--- src/rtl/rv_pkg.sv ---
// Shared types and constants for the RV32I pipeline front end.
package rv_pkg;

    localparam int XLEN = 32;
    localparam logic [XLEN-1:0] NOP_INSTR = 32'h0000_0013;

    typedef enum logic [1:0] {
        BOOT,
        RUN,
        HALT
    } fetch_state_e;

endpackage

--- src/rtl/fetch_unit_if.sv ---
// Fetch-stage bus: hazard-unit controls, EX/MEM redirect, instruction memory and IF/ID outputs.
interface fetch_unit_if;
    import rv_pkg::*;

    logic            pc_wren;
    logic            IFID_wren;
    logic            IFID_clear;
    logic            EXMEM_pcsel;
    logic            EXMEM_is_br;
    logic            EXMEM_is_uncbr;
    logic [XLEN-1:0] EXMEM_alu_data;
    logic [XLEN-1:0] imem_rdata;
    logic [XLEN-1:0] imem_addr;
    logic            imem_rden;
    logic [XLEN-1:0] IFID_pc;
    logic [XLEN-1:0] IFID_instr;
    logic            IFID_valid;
    logic [4:0]      IFID_rs1;
    logic [4:0]      IFID_rs2;

    // master is the fetch unit; slave is the surrounding pipeline and memory
    modport master (
        input  pc_wren, IFID_wren, IFID_clear,
        input  EXMEM_pcsel, EXMEM_is_br, EXMEM_is_uncbr, EXMEM_alu_data,
        input  imem_rdata,
        output imem_addr, imem_rden,
        output IFID_pc, IFID_instr, IFID_valid, IFID_rs1, IFID_rs2
    );

    modport slave (
        output pc_wren, IFID_wren, IFID_clear,
        output EXMEM_pcsel, EXMEM_is_br, EXMEM_is_uncbr, EXMEM_alu_data,
        output imem_rdata,
        input  imem_addr, imem_rden,
        input  IFID_pc, IFID_instr, IFID_valid, IFID_rs1, IFID_rs2
    );

endinterface

--- src/rtl/sat_counter.sv ---
// Up-counter that sticks at all-ones instead of wrapping.
module sat_counter #(
    parameter int W = 32
) (
    input  logic         clk,
    input  logic         rst,
    input  logic         inc,
    output logic [W-1:0] cnt
);

    always_ff @(posedge clk) begin
        if (rst) begin
            cnt <= '0;
        end else if (inc && (cnt != '1)) begin
            cnt <= cnt + W'(1);
        end
    end

endmodule

--- src/rtl/fetch_unit.sv ---
// IF stage and IF/ID register: owns the PC, reads imem, applies hdu stall/flush and EX/MEM redirects.
module fetch_unit
    import rv_pkg::*;
#(
    parameter logic [31:0] RESET_PC = 32'h0000_0000,
    parameter int          CNT_W    = 32
) (
    input  logic             clk,
    input  logic             rst,
    fetch_unit_if.master     bus,
    output logic             misalign,
    output logic [31:0]      misalign_pc,
    output logic [CNT_W-1:0] stall_cnt,
    output logic [CNT_W-1:0] flush_cnt
);

    fetch_state_e    state;
    fetch_state_e    state_nxt;
    logic [XLEN-1:0] pc_q;
    logic [XLEN-1:0] next_pc;
    logic            imem_rden;
    logic            redirect;
    logic            bad_target;
    logic            take_halt;
    logic            stall_inc;
    logic            flush_inc;
    logic [XLEN-1:0] ifid_pc_q;
    logic [XLEN-1:0] ifid_instr_q;
    logic            ifid_valid_q;

    assign redirect   = bus.EXMEM_pcsel & (bus.EXMEM_is_br | bus.EXMEM_is_uncbr);
    assign bad_target = (bus.EXMEM_alu_data[1:0] != 2'b00);
    assign take_halt  = (state == RUN) && redirect && bad_target;

    always_ff @(posedge clk) begin
        if (rst) begin
            state <= BOOT;
        end else begin
            state <= state_nxt;
        end
    end

    always_comb begin
        state_nxt = state;
        unique case (state)
            BOOT:    state_nxt = RUN;
            RUN:     state_nxt = take_halt ? HALT : RUN;
            HALT:    state_nxt = HALT;
            default: state_nxt = BOOT;
        endcase
    end

    // Stall re-presents pc_q, so imem_rdata always belongs to pc_q and no hold buffer is needed.
    always_comb begin
        next_pc   = pc_q;
        imem_rden = 1'b1;
        stall_inc = 1'b0;
        flush_inc = 1'b0;
        if (rst) begin
            next_pc = RESET_PC;
        end else begin
            unique case (state)
                BOOT: next_pc = pc_q;
                RUN: begin
                    if (redirect) begin
                        next_pc = bus.EXMEM_alu_data;
                    end else if (bus.pc_wren) begin
                        next_pc = pc_q + 32'd4;
                    end
                    stall_inc = !bus.pc_wren && !redirect;
                    flush_inc = redirect && !bad_target;
                end
                HALT:    imem_rden = 1'b0;
                default: next_pc = pc_q;
            endcase
        end
    end

    always_ff @(posedge clk) begin
        if (rst) begin
            pc_q <= RESET_PC;
        end else begin
            pc_q <= next_pc;
        end
    end

    always_ff @(posedge clk) begin
        if (rst) begin
            ifid_pc_q    <= '0;
            ifid_instr_q <= NOP_INSTR;
            ifid_valid_q <= 1'b0;
        end else if (state == RUN && !bus.IFID_clear) begin
            if (bus.IFID_wren) begin
                ifid_pc_q    <= pc_q;
                ifid_instr_q <= bus.imem_rdata;
                ifid_valid_q <= 1'b1;
            end
        end else begin
            // BOOT bubble, HALT, and an explicit clear all load a NOP
            ifid_pc_q    <= '0;
            ifid_instr_q <= NOP_INSTR;
            ifid_valid_q <= 1'b0;
        end
    end

    always_ff @(posedge clk) begin
        if (rst) begin
            misalign    <= 1'b0;
            misalign_pc <= '0;
        end else if (take_halt) begin
            misalign    <= 1'b1;
            misalign_pc <= bus.EXMEM_alu_data;
        end
    end

    sat_counter #(.W(CNT_W)) u_stall_cnt (
        .clk (clk),
        .rst (rst),
        .inc (stall_inc),
        .cnt (stall_cnt)
    );

    sat_counter #(.W(CNT_W)) u_flush_cnt (
        .clk (clk),
        .rst (rst),
        .inc (flush_inc),
        .cnt (flush_cnt)
    );

    assign bus.imem_addr  = next_pc;
    assign bus.imem_rden  = imem_rden;
    assign bus.IFID_pc    = ifid_pc_q;
    assign bus.IFID_instr = ifid_instr_q;
    assign bus.IFID_valid = ifid_valid_q;
    assign bus.IFID_rs1   = ifid_instr_q[19:15];
    assign bus.IFID_rs2   = ifid_instr_q[24:20];

endmodule

--- src/flat_wrapper.sv ---
// flat-port wrapper written by rule: the top's interface ports become plain ports
module fetch_unit_flat import rv_pkg::*;
#(
    parameter logic [31:0] RESET_PC = 32'h0000_0000,
    parameter int          CNT_W    = 32
)
  (clk, rst, misalign, misalign_pc, stall_cnt, flush_cnt, bus_pc_wren, bus_IFID_wren, bus_IFID_clear, bus_EXMEM_pcsel, bus_EXMEM_is_br, bus_EXMEM_is_uncbr, bus_EXMEM_alu_data, bus_imem_rdata, bus_imem_addr, bus_imem_rden, bus_IFID_pc, bus_IFID_instr, bus_IFID_valid, bus_IFID_rs1, bus_IFID_rs2);
  fetch_unit_if bus_i ();
  input  logic clk;
  input  logic rst;
  output logic misalign;
  output logic [31:0] misalign_pc;
  output logic [CNT_W-1:0] stall_cnt;
  output logic [CNT_W-1:0] flush_cnt;
  input wire logic [$bits(bus_i.pc_wren)-1:0] bus_pc_wren;
  input wire logic [$bits(bus_i.IFID_wren)-1:0] bus_IFID_wren;
  input wire logic [$bits(bus_i.IFID_clear)-1:0] bus_IFID_clear;
  input wire logic [$bits(bus_i.EXMEM_pcsel)-1:0] bus_EXMEM_pcsel;
  input wire logic [$bits(bus_i.EXMEM_is_br)-1:0] bus_EXMEM_is_br;
  input wire logic [$bits(bus_i.EXMEM_is_uncbr)-1:0] bus_EXMEM_is_uncbr;
  input wire logic [$bits(bus_i.EXMEM_alu_data)-1:0] bus_EXMEM_alu_data;
  input wire logic [$bits(bus_i.imem_rdata)-1:0] bus_imem_rdata;
  output wire logic [$bits(bus_i.imem_addr)-1:0] bus_imem_addr;
  output wire logic [$bits(bus_i.imem_rden)-1:0] bus_imem_rden;
  output wire logic [$bits(bus_i.IFID_pc)-1:0] bus_IFID_pc;
  output wire logic [$bits(bus_i.IFID_instr)-1:0] bus_IFID_instr;
  output wire logic [$bits(bus_i.IFID_valid)-1:0] bus_IFID_valid;
  output wire logic [$bits(bus_i.IFID_rs1)-1:0] bus_IFID_rs1;
  output wire logic [$bits(bus_i.IFID_rs2)-1:0] bus_IFID_rs2;
  assign bus_i.pc_wren = bus_pc_wren;
  assign bus_i.IFID_wren = bus_IFID_wren;
  assign bus_i.IFID_clear = bus_IFID_clear;
  assign bus_i.EXMEM_pcsel = bus_EXMEM_pcsel;
  assign bus_i.EXMEM_is_br = bus_EXMEM_is_br;
  assign bus_i.EXMEM_is_uncbr = bus_EXMEM_is_uncbr;
  assign bus_i.EXMEM_alu_data = bus_EXMEM_alu_data;
  assign bus_i.imem_rdata = bus_imem_rdata;
  assign bus_imem_addr = bus_i.imem_addr;
  assign bus_imem_rden = bus_i.imem_rden;
  assign bus_IFID_pc = bus_i.IFID_pc;
  assign bus_IFID_instr = bus_i.IFID_instr;
  assign bus_IFID_valid = bus_i.IFID_valid;
  assign bus_IFID_rs1 = bus_i.IFID_rs1;
  assign bus_IFID_rs2 = bus_i.IFID_rs2;
  fetch_unit #(.RESET_PC(RESET_PC), .CNT_W(CNT_W)) u_core (.clk(clk), .rst(rst), .bus(bus_i), .misalign(misalign), .misalign_pc(misalign_pc), .stall_cnt(stall_cnt), .flush_cnt(flush_cnt));
endmodule
--- config.mk ---
export PLATFORM = sky130hd
export DESIGN_NAME = fetch_unit_flat
export DESIGN_NICKNAME = d
export VERILOG_FILES = /design/src/rtl/rv_pkg.sv /design/src/rtl/fetch_unit_if.sv /design/src/rtl/sat_counter.sv /design/src/rtl/fetch_unit.sv /design/src/flat_wrapper.sv
export SDC_FILE = /design/constraint.sdc
export NUM_CORES = 1
export LEC_CHECK = 0
export CAP_MARGIN = 30
export CELL_PAD_IN_SITES_DETAIL_PLACEMENT = 0
export CELL_PAD_IN_SITES_GLOBAL_PLACEMENT = 1
export CORE_ASPECT_RATIO = 0.7
export CORE_MARGIN = 2
export CORE_UTILIZATION = 37
export CTS_CLUSTER_SIZE = 12
export DETAILED_ROUTE_END_ITERATION = 10
export PLACE_DENSITY_LB_ADDON = 0.1
export SLEW_MARGIN = 40
export SYNTH_ARGS = -nofsm -noshare
export SYNTH_HDL_FRONTEND = slang
export SYNTH_SLANG_ARGS = --single-unit
--- constraint.sdc ---
create_clock -name clk -period 3.81 [get_ports clk]
set_clock_uncertainty 0.2 [all_clocks]
set_input_delay 0.381 -clock clk [delete_from_list [all_inputs] [get_ports clk]]
set_output_delay 0.381 -clock clk [all_outputs]
set_load 0.1 [all_outputs]
* Word-level counts from Yosys, hierarchy flattened
Index checks and enable logic that the tools add are counted.
Widths: inputs -> output; s select.
** Storage, ports and cells
- Word-level logic and storage cells :: 45
- Register bits after elaboration :: 196
- Bits of input ports :: 72
** Operators by class
- Reductions and logical operators :: 14
- Bitwise logic cells :: 3
- $add $sub $neg :: 3
- Mux-type cells :: 12
- Equal/unequal tests :: 4
** Operators with widths (count)
- $mux 32 :: 4
- $add 32x1->32 const B :: 2
- $ne 32x32->1 const B :: 2
- $add 32x3->32 const B :: 1
- $logic_and 1x1->1 :: 7
- $mux 1 :: 6
- $pmux 2 s3 :: 1
- $logic_not 1->1 :: 4
- $eq 2x1->1 const B :: 1
- $eq 2x2->1 const B :: 1
- $logic_not 2->1 :: 1
- $mux 2 :: 1
- $reduce_bool 2->1 :: 1
- $reduce_or 2->1 :: 1
- $and 1x1->1 :: 1
- $not 1->1 :: 1
- $or 1x1->1 :: 1

* Depth between registers and ports, before layout
Gate-level depths: netlist (run 1).
- Depth after elaboration :: 7
- Mapped depth :: 9
- Mapped depth without buffers :: 6

* Modules after synthesis
A second synthesis (run 1) with hierarchy kept.
** Second synthesis, totals
- Cells, all modules :: 1107
- Area total of the unflattened synthesis :: 9170.0 µm²
** By module, submodules not included
- fetch_unit :: cells each 709, instances 1, area each 5821.8 µm²
- sat_counter :: cells each 199, instances 2, area each 1674.1 µm²

* Least setup slack after synthesis (run 1)
OpenSTA, ideal clock, no wires.
- Path type :: reg-to-output
- Start :: reg u_core.pc_q[4]
- End :: out bus_imem_addr[20]
- Data required time :: 3.229 ns
- Slack :: -1.059 ns
- Buffers on the path :: 2
- Cell stages (with the launch flop) :: 8
- Arrival :: 4.288 ns
- Path through :: dfxtp_1 -> clkbuf_1 -> and3_1 -> clkbuf_1 -> nand4_1 -> nor2_1 -> a311oi_1 -> nor4_1
** Between the ends
- Cells in the longest elaborated chain, start to end :: 5
** Ends and longest elaborated chain
- start, declared :: RTL line fetch_unit.sv:19 : logic [XLEN-1:0] pc_q;
- start signal, assigned :: RTL line fetch_unit.sv:83 : pc_q <= next_pc;
- $add 32x3->32 :: RTL line fetch_unit.sv:68 : next_pc = pc_q + 32'd4;
- $mux 32 :: RTL line fetch_unit.sv:67 : end else if (bus.pc_wren) begin
- $mux 32 :: RTL line fetch_unit.sv:65 : if (redirect) begin
- $mux 32 :: RTL line fetch_unit.sv:62 : unique case (state)
- $mux 32 :: RTL line fetch_unit.sv:59 : if (rst) begin
- end, declared :: RTL line flat_wrapper.sv:23 : output wire logic [$bits(bus_i.imem_addr)-1:0] bus_imem_addr;
Every way passes these cells.

* Worst setup path in the final report (run 1)
- Start :: reg u_core.pc_q[15]
- End :: out bus_imem_addr[27]
Same word-level chain as after synthesis.

==> flow_summary.json, run 1 <==
{
  "cts_buffers": 17,
  "grt_pass1_wl_um": 47000,
  "switchingPower_uw": 1510,
  "postRouteAntennaNets": 0,
  "worst_pin_slew_ps": 822,
  "cp-end-kind": "output port",
  "fin_crit_ps": 3610,
  "synth_ff_type": "dfxtp_1",
  "coreArea_um2": 23900,
  "setup_viol": 0,
  "rows": 47,
  "p_comb_frac": 0.175,
  "relSlewSlack": 0.452,
  "route.final.wire_length_um": 31300,
  "cp_slowest_cell": "or4_1",
  "synth.avg_cell_area_um2": 8.39,
  "drv_cap": 0,
  "antenna_found_initial": 3,
  "leakage_uw": 0.00476,
  "critPathKind": "flip-flop to output port",
  "synth.top_cell.area_share": 0.432,
  "postCtsHoldBufs": 0,
  "track_usage": 0.236,
  "die_w_um": 191,
  "avgRoutedWirePerCell_um": 19.1,
  "num_io_pins": 277,
  "powerDensity_nw_per_um2": 414,
  "port_buffers": 276,
  "status": "finished clean",
  "async_flop_share": 0,
  "yosysUniqueCellTypes": 61,
  "start_util": 0.381,
  "ctsRootBufferMaster": "clkbuf_16",
  "synthMostInstantiatedCell": "dfxtp_1",
  "path_buf_inv": 2,
  "syn_nets": 1159,
  "cp_top_family": "simple AND/OR/NAND/NOR gates",
  "cts_resized": 0,
  "die_area_um2": 25900,
  "internal-power_uw": 3530,
  "clockBufferDepth": 2,
  "synth_top_cells_by_count": "dfxtp_1, nand2_1, nor2_1, a21oi_1, mux2i_1",
  "post-route-cell-area_um2": 12200,
  "num_vias": 9047,
  "power_frac_seq": 0.426,
  "viasPerCell": 5.51,
  "netlist_area_um2": 9090,
  "startpoint_type": "flip-flop",
  "drtIter0Drc": 614,
  "whs_ps": 175,
  "htree_levels": 4,
  "yosys_register_bits": 196,
  "place_congestion": 0.841,
  "arrival_ps": 3020,
  "r2r_setup_slack_ps": 1020,
  "cts.sinks": 196,
  "fin_crit_sh": 0.946,
  "place_area_um2": 11500,
  "synth_edf_count": 0,
  "setup_tns_ps": 0,
  "area_delta_synth_final_pct": 34.0,
  "grt_setup_unrepaired": "no",
  "grt_overflow": 0,
  "clock_latency_ps": 440,
  "drc": 0,
  "place_inst": 1610,
  "dpl.hpwl_um": 23400,
  "final_nets": 1386,
  "firstDrtPassIters": 5,
  "die_h_um": 135,
  "synth_area_leaders": "dfxtp_1, mux2i_1, a21oi_1",
  "clkPwrFrac": 0.399,
  "worstPathCellList": "nand4_1 -> buf_4 -> or4_1 -> nor3_1 -> nand2_1 -> a31oi_1 -> buf_12",
  "ys_seq_area_frac": 0.432,
  "max-vdd-ir-drop_uv": 321,
  "first_global_vias": 8095,
  "fmax_ghz": 0.277,
  "drv_slew": 0,
  "hold_path_class": "primary input to flip-flop",
  "grt_start_max_net_pins": 85,
  "yosysTopAreaCell": "dfxtp_1",
  "synth-warning-count": 0,
  "slowest_delay_ps": 630,
  "final_cells": 1642,
  "required_ps": 3230,
  "cts_setup_buffers": 0,
  "syn_inst": 1084,
  "hold_viol_final": 0,
  "drive_gt1_frac": 0.222,
  "crit_fanout": 8,
  "p_sw_frac": 0.299,
  "cts_tree": "built",
  "clkTransAtPathRegs_ps": 80,
  "diodes": 0
}
## area by class of cell
class                   count  area, um^2
clock inverters            11         170
fillers                  2309       11700
flip-flops and latches    196        3920
repair buffers            295        2340
inverters                   8        30.0
well taps                 318         398
multi-input cells         793        4840
clock buffers              21         480
## metal layers
metal / vias to the layer above / track usage / wire length [um] / share of wire
met1: 4229 / 0.343 / 15100 / 0.48
met2: 348 / 0.326 / 12500 / 0.40
met5: - / 0 / 34 / 0.0011
li1: 4439 / - / - / -
met3: 27 / 0.0881 / 3330 / 0.11
met4: 4 / 0.0577 / 367 / 0.012
## cells by family after synthesis
group	Yosys count	share of synthesized area
flip-flops	196	0.432
buffers and inverters	95	0.0489
multiplexers	66	0.0731
AO/OA/AOI/OAI	267	0.182
XOR/XNOR	6	0.00578
AND/OR/NAND/NOR	451	0.255
adder cells (fa/ha/maj)	3	0.00413
## path summary, 6_finish.rpt
path	depth (start not counted)	end	start
worst min register to register	2	u_core.misalign_pc[10]	u_core.misalign_pc[10]
worst max register to register	6	u_core.u_flush_cnt.cnt[16]	u_core.state[1]
worst max-delay path	7	bus_imem_addr[27]	u_core.pc_q[15]
worst min-delay path	2	u_core.u_flush_cnt.cnt[4]	rst
## power groups by stage
stage / combinational, uW / clock (uW) / sequential (uW)
6_report: 885 / 2010 / 2150
5_1_grt: 927 / 2130 / 2150
4_1_cts: 886 / 2050 / 2150
3_5_place_dp: 884 / 0 / 2190
3_3_place_gp: 906 / 0 / 2190
2_1_floorplan: 432 / 0 / 2340
## cell usage in the layout (no fill, tap or decap), types with 9 or more instances in the layout
cell type	Yosys	layout
a211oi_1	22	13
a211oi_2	0	9
a21oi_1	107	107
a31oi_1	11	10
and2_1	10	10
and3_1	19	19
and4_1	12	12
buf_12	0	30
buf_2	7	172
buf_4	13	23
clkbuf_16	0	17
clkdlybuf4s50_1	0	69
dfxtp_1	196	196
mux2i_1	63	63
nand2_1	133	133
nand3_1	28	28
nand4_1	28	28
nor2_1	108	107
nor3_1	16	16
nor4_1	12	9
o21ai_0	48	47
o31ai_1	27	27
or3_1	30	29
or4_1	29	29
## flip-flops by register name (all words and copies together) (netlist names)
| register | flops |
|---|---|
| u_core.bus.IFID_valid | 1 |
| u_core.state | 2 |
| u_core.pc_q | 32 |
| u_core.misalign_pc | 32 |
| u_core.bus.IFID_pc | 32 |
| u_core.bus.IFID_instr | 32 |
| u_core.u_stall_cnt.cnt | 32 |
| u_core.misalign | 1 |
| u_core.u_flush_cnt.cnt | 32 |
## metrics by stage
step	total power, uW	setup WS [ps]	utilization
after floorplan	2770	39.7	-
after detailed placement	3080	529	0.483
after global routing	5210	33.7	0.510
after global placement	3100	536	0.518
after CTS	5080	211	0.510
final	5040	204	0.510
No activity file was read; power rests on OpenSTA's default activity.
==> run 2: changes to the inputs <==
CORE_ASPECT_RATIO = 0.6   (was 0.7)
HOLD_SLACK_MARGIN = 0.05   (was not set)
==> run 2 against run 1 <==
Against the previous run: non-clock buffer count is 4 lower; sequential share of layout area rose by 0.24 points; count of clock-buffer cells in the layout increased by 2; design area is 0.74% lower; first-iteration DRC count up 4.1%; critical path type unchanged; highest routed layer is now met4.
==> flow_summary.json, run 2 (synthesis gave the netlist of run 1 again) <==
{
  "num_vias": 9120,
  "drtIter0Drc": 639,
  "die_area_um2": 25900,
  "drv_slew": 0,
  "cts_tree": "built",
  "powerDensity_nw_per_um2": 402,
  "diodes": 0,
  "power_uw": 4860,
  "cp_slowest_cell": "or4_1",
  "num_io_pins": 277,
  "cts_resized": 0,
  "slowest_delay_ps": 710,
  "cts_setup_buffers": 0,
  "setup_viol": 0,
  "whs_ps": 214,
  "clock_latency_ps": 450,
  "viasPerCell": 5.55,
  "ctsRootBufferMaster": "clkbuf_16",
  "status": "finished clean",
  "arrival_ps": 2950,
  "clockBufferDepth": 2,
  "die_h_um": 125,
  "port_buffers": 276,
  "fin_crit_sh": 0.927,
  "drive_gt1_frac": 0.217,
  "hold_path_class": "primary input to flip-flop",
  "track_usage": 0.244,
  "place_congestion": 0.808,
  "avgRoutedWirePerCell_um": 19.4,
  "busiest_layer": "met1",
  "cts.sinks": 196,
  "grt.met2_usage": 0.326,
  "first_global_vias": 8125,
  "postCtsHoldBufs": 0,
  "grt_start_max_net_pins": 110,
  "path_buf_inv": 1,
  "hold_viol_final": 0,
  "place_inst": 1610,
  "use_met3": 0.0798,
  "drc": 0,
  "grt_overflow": 0,
  "drv_cap": 0,
  "max-vdd-ir-drop_uv": 290,
  "firstDrtPassIters": 5,
  "cts_buffers": 17,
  "cp_top_family": "simple AND/OR/NAND/NOR gates",
  "fin_crit_ps": 3530,
  "cp-end-kind": "output port",
  "startpoint_type": "flip-flop",
  "leakage_uw": 0.00470,
  "crit_fanout": 8,
  "postRouteAntennaNets": 0,
  "final_cell_mix": "dfxtp_1, buf_2, nand2_1",
  "final_cells": 1642,
  "critPathKind": "flip-flop to output port",
  "fmax_ghz": 0.283,
  "htree_levels": 4,
  "start_util": 0.376,
  "grt_use_met1": 0.367,
  "fillCellCount": 2337,
  "area_delta_synth_final_pct": 33.0,
  "relSlewSlack": 0.444,
  "final_nets": 1382,
  "final_common_cell": "dfxtp_1",
  "clkTransAtPathRegs_ps": 70,
  "required_ps": 3230,
  "route.final.wire_length_um": 31900,
  "die_w_um": 206,
  "grt_pass1_wl_um": 48600,
  "antenna_found_initial": 0,
  "worstPathCellList": "nand4_1 -> or4_1 -> nor4_2 -> mux2i_1 -> a31oi_1 -> buf_12",
  "coreArea_um2": 24200,
  "grt_setup_unrepaired": "no",
  "rows": 44,
  "setup_tns_ps": 0,
  "worst_pin_slew_ps": 833,
  "dpl.hpwl_um": 23500
}
## run 2: cell types whose count changed in the layout (fill, tap and decap cells not counted), moves of 2 or more
cell | previous run | this run
clkinvlp_4 | 0 | 3
clkinv_4 | 2 | 0
bufinv_16 | 4 | 2
buf_4 | 23 | 18
clkbuf_1 | 0 | 3
inv_6 | 2 | 0
## run 2: stage by stage
| stage | area, um^2 | worst slack [ps] | utilization |
|---|---|---|---|
| after CTS | 12100 | 270 | 0.500 |
| after global placement | 12400 | 639 | 0.512 |
| after floorplan | 9180 | 39.7 | - |
| final | 12100 | 280 | 0.500 |
| after detailed placement | 11500 | 619 | 0.476 |
| after global routing | 12100 | 65.1 | 0.500 |
## run 2: power by group
group          internal [uW]  total [uW]  leakage, uW  switching [uW]
logic                    264         887      0.00283             623
registers               2100        2150      0.00159            49.8
clock network           1020        1830     0.000279             817
total                   3370        4860      0.00470            1490
## run 2: area by class of cell
type	count	area (um^2)	share of cell area
Clock buffer	23	478	0.0395
Clock inverter	9	103	0.00849
Inverter	8	30.0	0.00248
Multi-Input combinational cell	793	4830	0.400
Sequential cell	196	3920	0.325
Tap cell	322	403	0.0333
Timing Repair Buffer	291	2320	0.192
## run 2: path summary, 6_finish.rpt
| check | start | endpoint | slack (ps) | cells past startpoint |
|---|---|---|---|---|
| min | rst | u_core.u_flush_cnt.cnt[9] | 210 | 2 |
| max reg2reg | u_core.state[1] | u_core.u_flush_cnt.cnt[16] | 1090 | 6 |
| min reg2reg | u_core.misalign_pc[15] | u_core.misalign_pc[15] | 260 | 2 |
| max | u_core.pc_q[15] | bus_imem_addr[31] | 280 | 6 |
## run 2: metal layers
metal / part of all wire / up-vias / wire, um
li1: - / 4429 / -
met1: 0.49 / 4338 / 15600
met2: 0.40 / 320 / 12600
met3: 0.10 / 33 / 3180
met4: 0.016 / 0 / 497
met5: 0 / - / 0
## run 2: worst reg2reg max path, delay by kind of cell, from the launching register on
kind                   cells  cell delay, ps
buffers and inverters      1             250
flip-flops                 1             390
multiplexers               1             350
AND/OR/NAND/NOR            4            1430
==> run 3: changes to the inputs <==
GPL_TIMING_DRIVEN = 0   (was not set)
==> run 3 against run 2 <==
Against the previous run: via count rose by 4.1%; hold slack worse by 100 ps; first-iteration DRC count increased by 7.0%; maximum frequency is 4.8% lower; combinational power down 3.7%; clock power increased by 3%; largest power group unchanged; count of clock-buffer cells in the layout decreased by 1; routed wire length up 11%.
==> flow_summary.json, run 3 (synthesis gave the netlist of run 1 again) <==
{
  "status": "finished clean",
  "path_buf_inv": 4,
  "setup_viol": 0,
  "dp_slack_ps": -176,
  "cts_setup_buffers": 0,
  "max-vdd-ir-drop_uv": 307,
  "drive_gt1_frac": 0.214,
  "slowest_delay_ps": 480,
  "drtIter0Drc": 684,
  "start_util": 0.376,
  "hold_path_class": "primary input to flip-flop",
  "critPathLaunch": "bus_EXMEM_is_uncbr",
  "worst_pin_slew_ps": 853,
  "final_cell_mix": "buf_2, dfxtp_1, nand2_1",
  "internal-power_uw": 3350,
  "grt_start_max_net_pins": 17,
  "cp_slowest_cell": "clkbuf_1",
  "cts_buffers": 17,
  "grt_setup_unrepaired": "no",
  "htree_levels": 4,
  "num_vias": 9492,
  "firstDrtPassIters": 5,
  "leakage_uw": 0.00475,
  "switchingPower_uw": 1520,
  "crit_fanout": 10,
  "post-route-util": 0.493,
  "arrival_ps": 3130,
  "dpl.hpwl_um": 27200,
  "first_global_vias": 8523,
  "cp_top_family": "buffers and inverters",
  "post-route-cell-area_um2": 11900,
  "critPathKind": "primary input to output port",
  "track_usage": 0.268,
  "drc": 0,
  "final_nets": 1453,
  "grt_overflow": 0,
  "worstPathCellList": "clkdlybuf4s50_1 -> o21ai_4 -> clkbuf_2 -> clkbuf_1 -> o21ai_0 -> a211oi_2 -> buf_2",
  "clock_latency_ps": 450,
  "clockBufferDepth": 2,
  "rows": 44,
  "hold_viol_final": 0,
  "fillCellCount": 2444,
  "route.final.wire_length_um": 35400,
  "drv_slew": 0,
  "hold_path_startpoint": "bus_IFID_wren",
  "place_area_um2": 11300,
  "p_sw_frac": 0.313,
  "ctsRootBufferMaster": "clkbuf_16",
  "final_common_cell": "buf_2",
  "fin_crit_sh": 0.973,
  "fmax_ghz": 0.270,
  "area_delta_synth_final_pct": 31.2,
  "drv_cap": 0,
  "setup_tns_ps": 0,
  "relSlewSlack": 0.431,
  "required_ps": 3230,
  "clkTransAtPathRegs_ps": 70,
  "cts.sinks": 196,
  "postRouteAntennaNets": 0,
  "coreArea_um2": 24200,
  "avgRoutedWirePerCell_um": 20.6,
  "place_congestion": 0.887,
  "viasPerCell": 5.54,
  "cts_tree": "built",
  "clkPwrFrac": 0.385,
  "fin_ws_ps": 102,
  "diodes": 0,
  "fin_crit_ps": 3710,
  "startpoint_type": "primary input",
  "die_area_um2": 25900,
  "power_uw": 4870,
  "port_buffers": 274,
  "antenna_found_initial": 2,
  "p_comb_frac": 0.175,
  "powerDensity_nw_per_um2": 409,
  "power_frac_seq": 0.440,
  "cp-end-kind": "output port",
  "grt_pass1_wl_um": 52300,
  "num_io_pins": 277,
  "r2r-start": "u_core.state[0]",
  "die_h_um": 125,
  "die_w_um": 206
}
## run 3: cell count changes in the layout (fill, tap and decap cells not counted), moves of 2 or more
cell,previous run,this run
buf_12,31,0
clkbuf_1,3,46
buf_2,172,208
clkbuf_8,3,1
clkbuf_2,0,9
clkinvlp_4,3,1
buf_1,0,12
clkbuf_4,0,4
buf_4,18,13
buf_6,1,4
## run 3: stage by stage
step | hold WS [ps] | std cells
global route | 140 | 1713
finish | 112 | 1713
floorplan | 258 | 1084
global placement | 243 | 1680
CTS | 98.0 | 1713
detailed placement | 247 | 1680
## run 3: what timing repair did
| action | CTS | global route |
|---|---|---|
| endpoints found under the setup margin | 16 | 17 |
| endpoints found under the hold margin | 1 | 0 |
| resized for setup | 4 | 11 |
| hold buffers | 1 | 0 |
## run 3: per-layer routing
metal / wire (um) / up-vias / GRT usage
li1: - / 4560 / -
met1: 17100 / 4487 / 0.399
met2: 14100 / 403 / 0.368
met3: 3630 / 38 / 0.0873
met4: 520 / 4 / 0.0655
met5: 28 / - / 0
## run 3: area by class of cell
type,count,area (um^2),area share
multi-input combinational,793,4820,0.404
tap,322,403,0.0338
sequential,196,3920,0.329
inverter,8,30.0,0.00252
timing repair buffer,275,1740,0.146
buffer,87,425,0.0357
clock buffer,22,454,0.0381
clock inverter,10,131,0.0110
## run 3: power groups by stage
| stage | Clock [uW] | Combinational, uW | Sequential [uW] |
|---|---|---|---|
| 6_report | 1880 | 854 | 2140 |
| 5_1_grt | 1990 | 892 | 2150 |
| 4_1_cts | 1910 | 848 | 2140 |
| 3_5_place_dp | 0 | 844 | 2190 |
| 3_3_place_gp | 0 | 886 | 2190 |
| 2_1_floorplan | 0 | 432 | 2340 |
## run 3: final timing paths
kind                                                  to  slack (ps)  depth (start not counted)
worst min-delay path            u_core.bus.IFID_instr[4]         110                          3
worst max register to register     u_core.misalign_pc[3]         880                          6
worst min register to register    u_core.misalign_pc[23]         250                          2
worst max-delay path                   bus_imem_addr[25]         100                          7
## run 3: worst register-to-register path, cell delays in order, from the launching register on
cell and delay, ps:
dfxtp_1 370, nor2b_1 480, nand2_1 460, nor2_1 580, clkbuf_1 510, nand2_1 130, a21oi_1 130
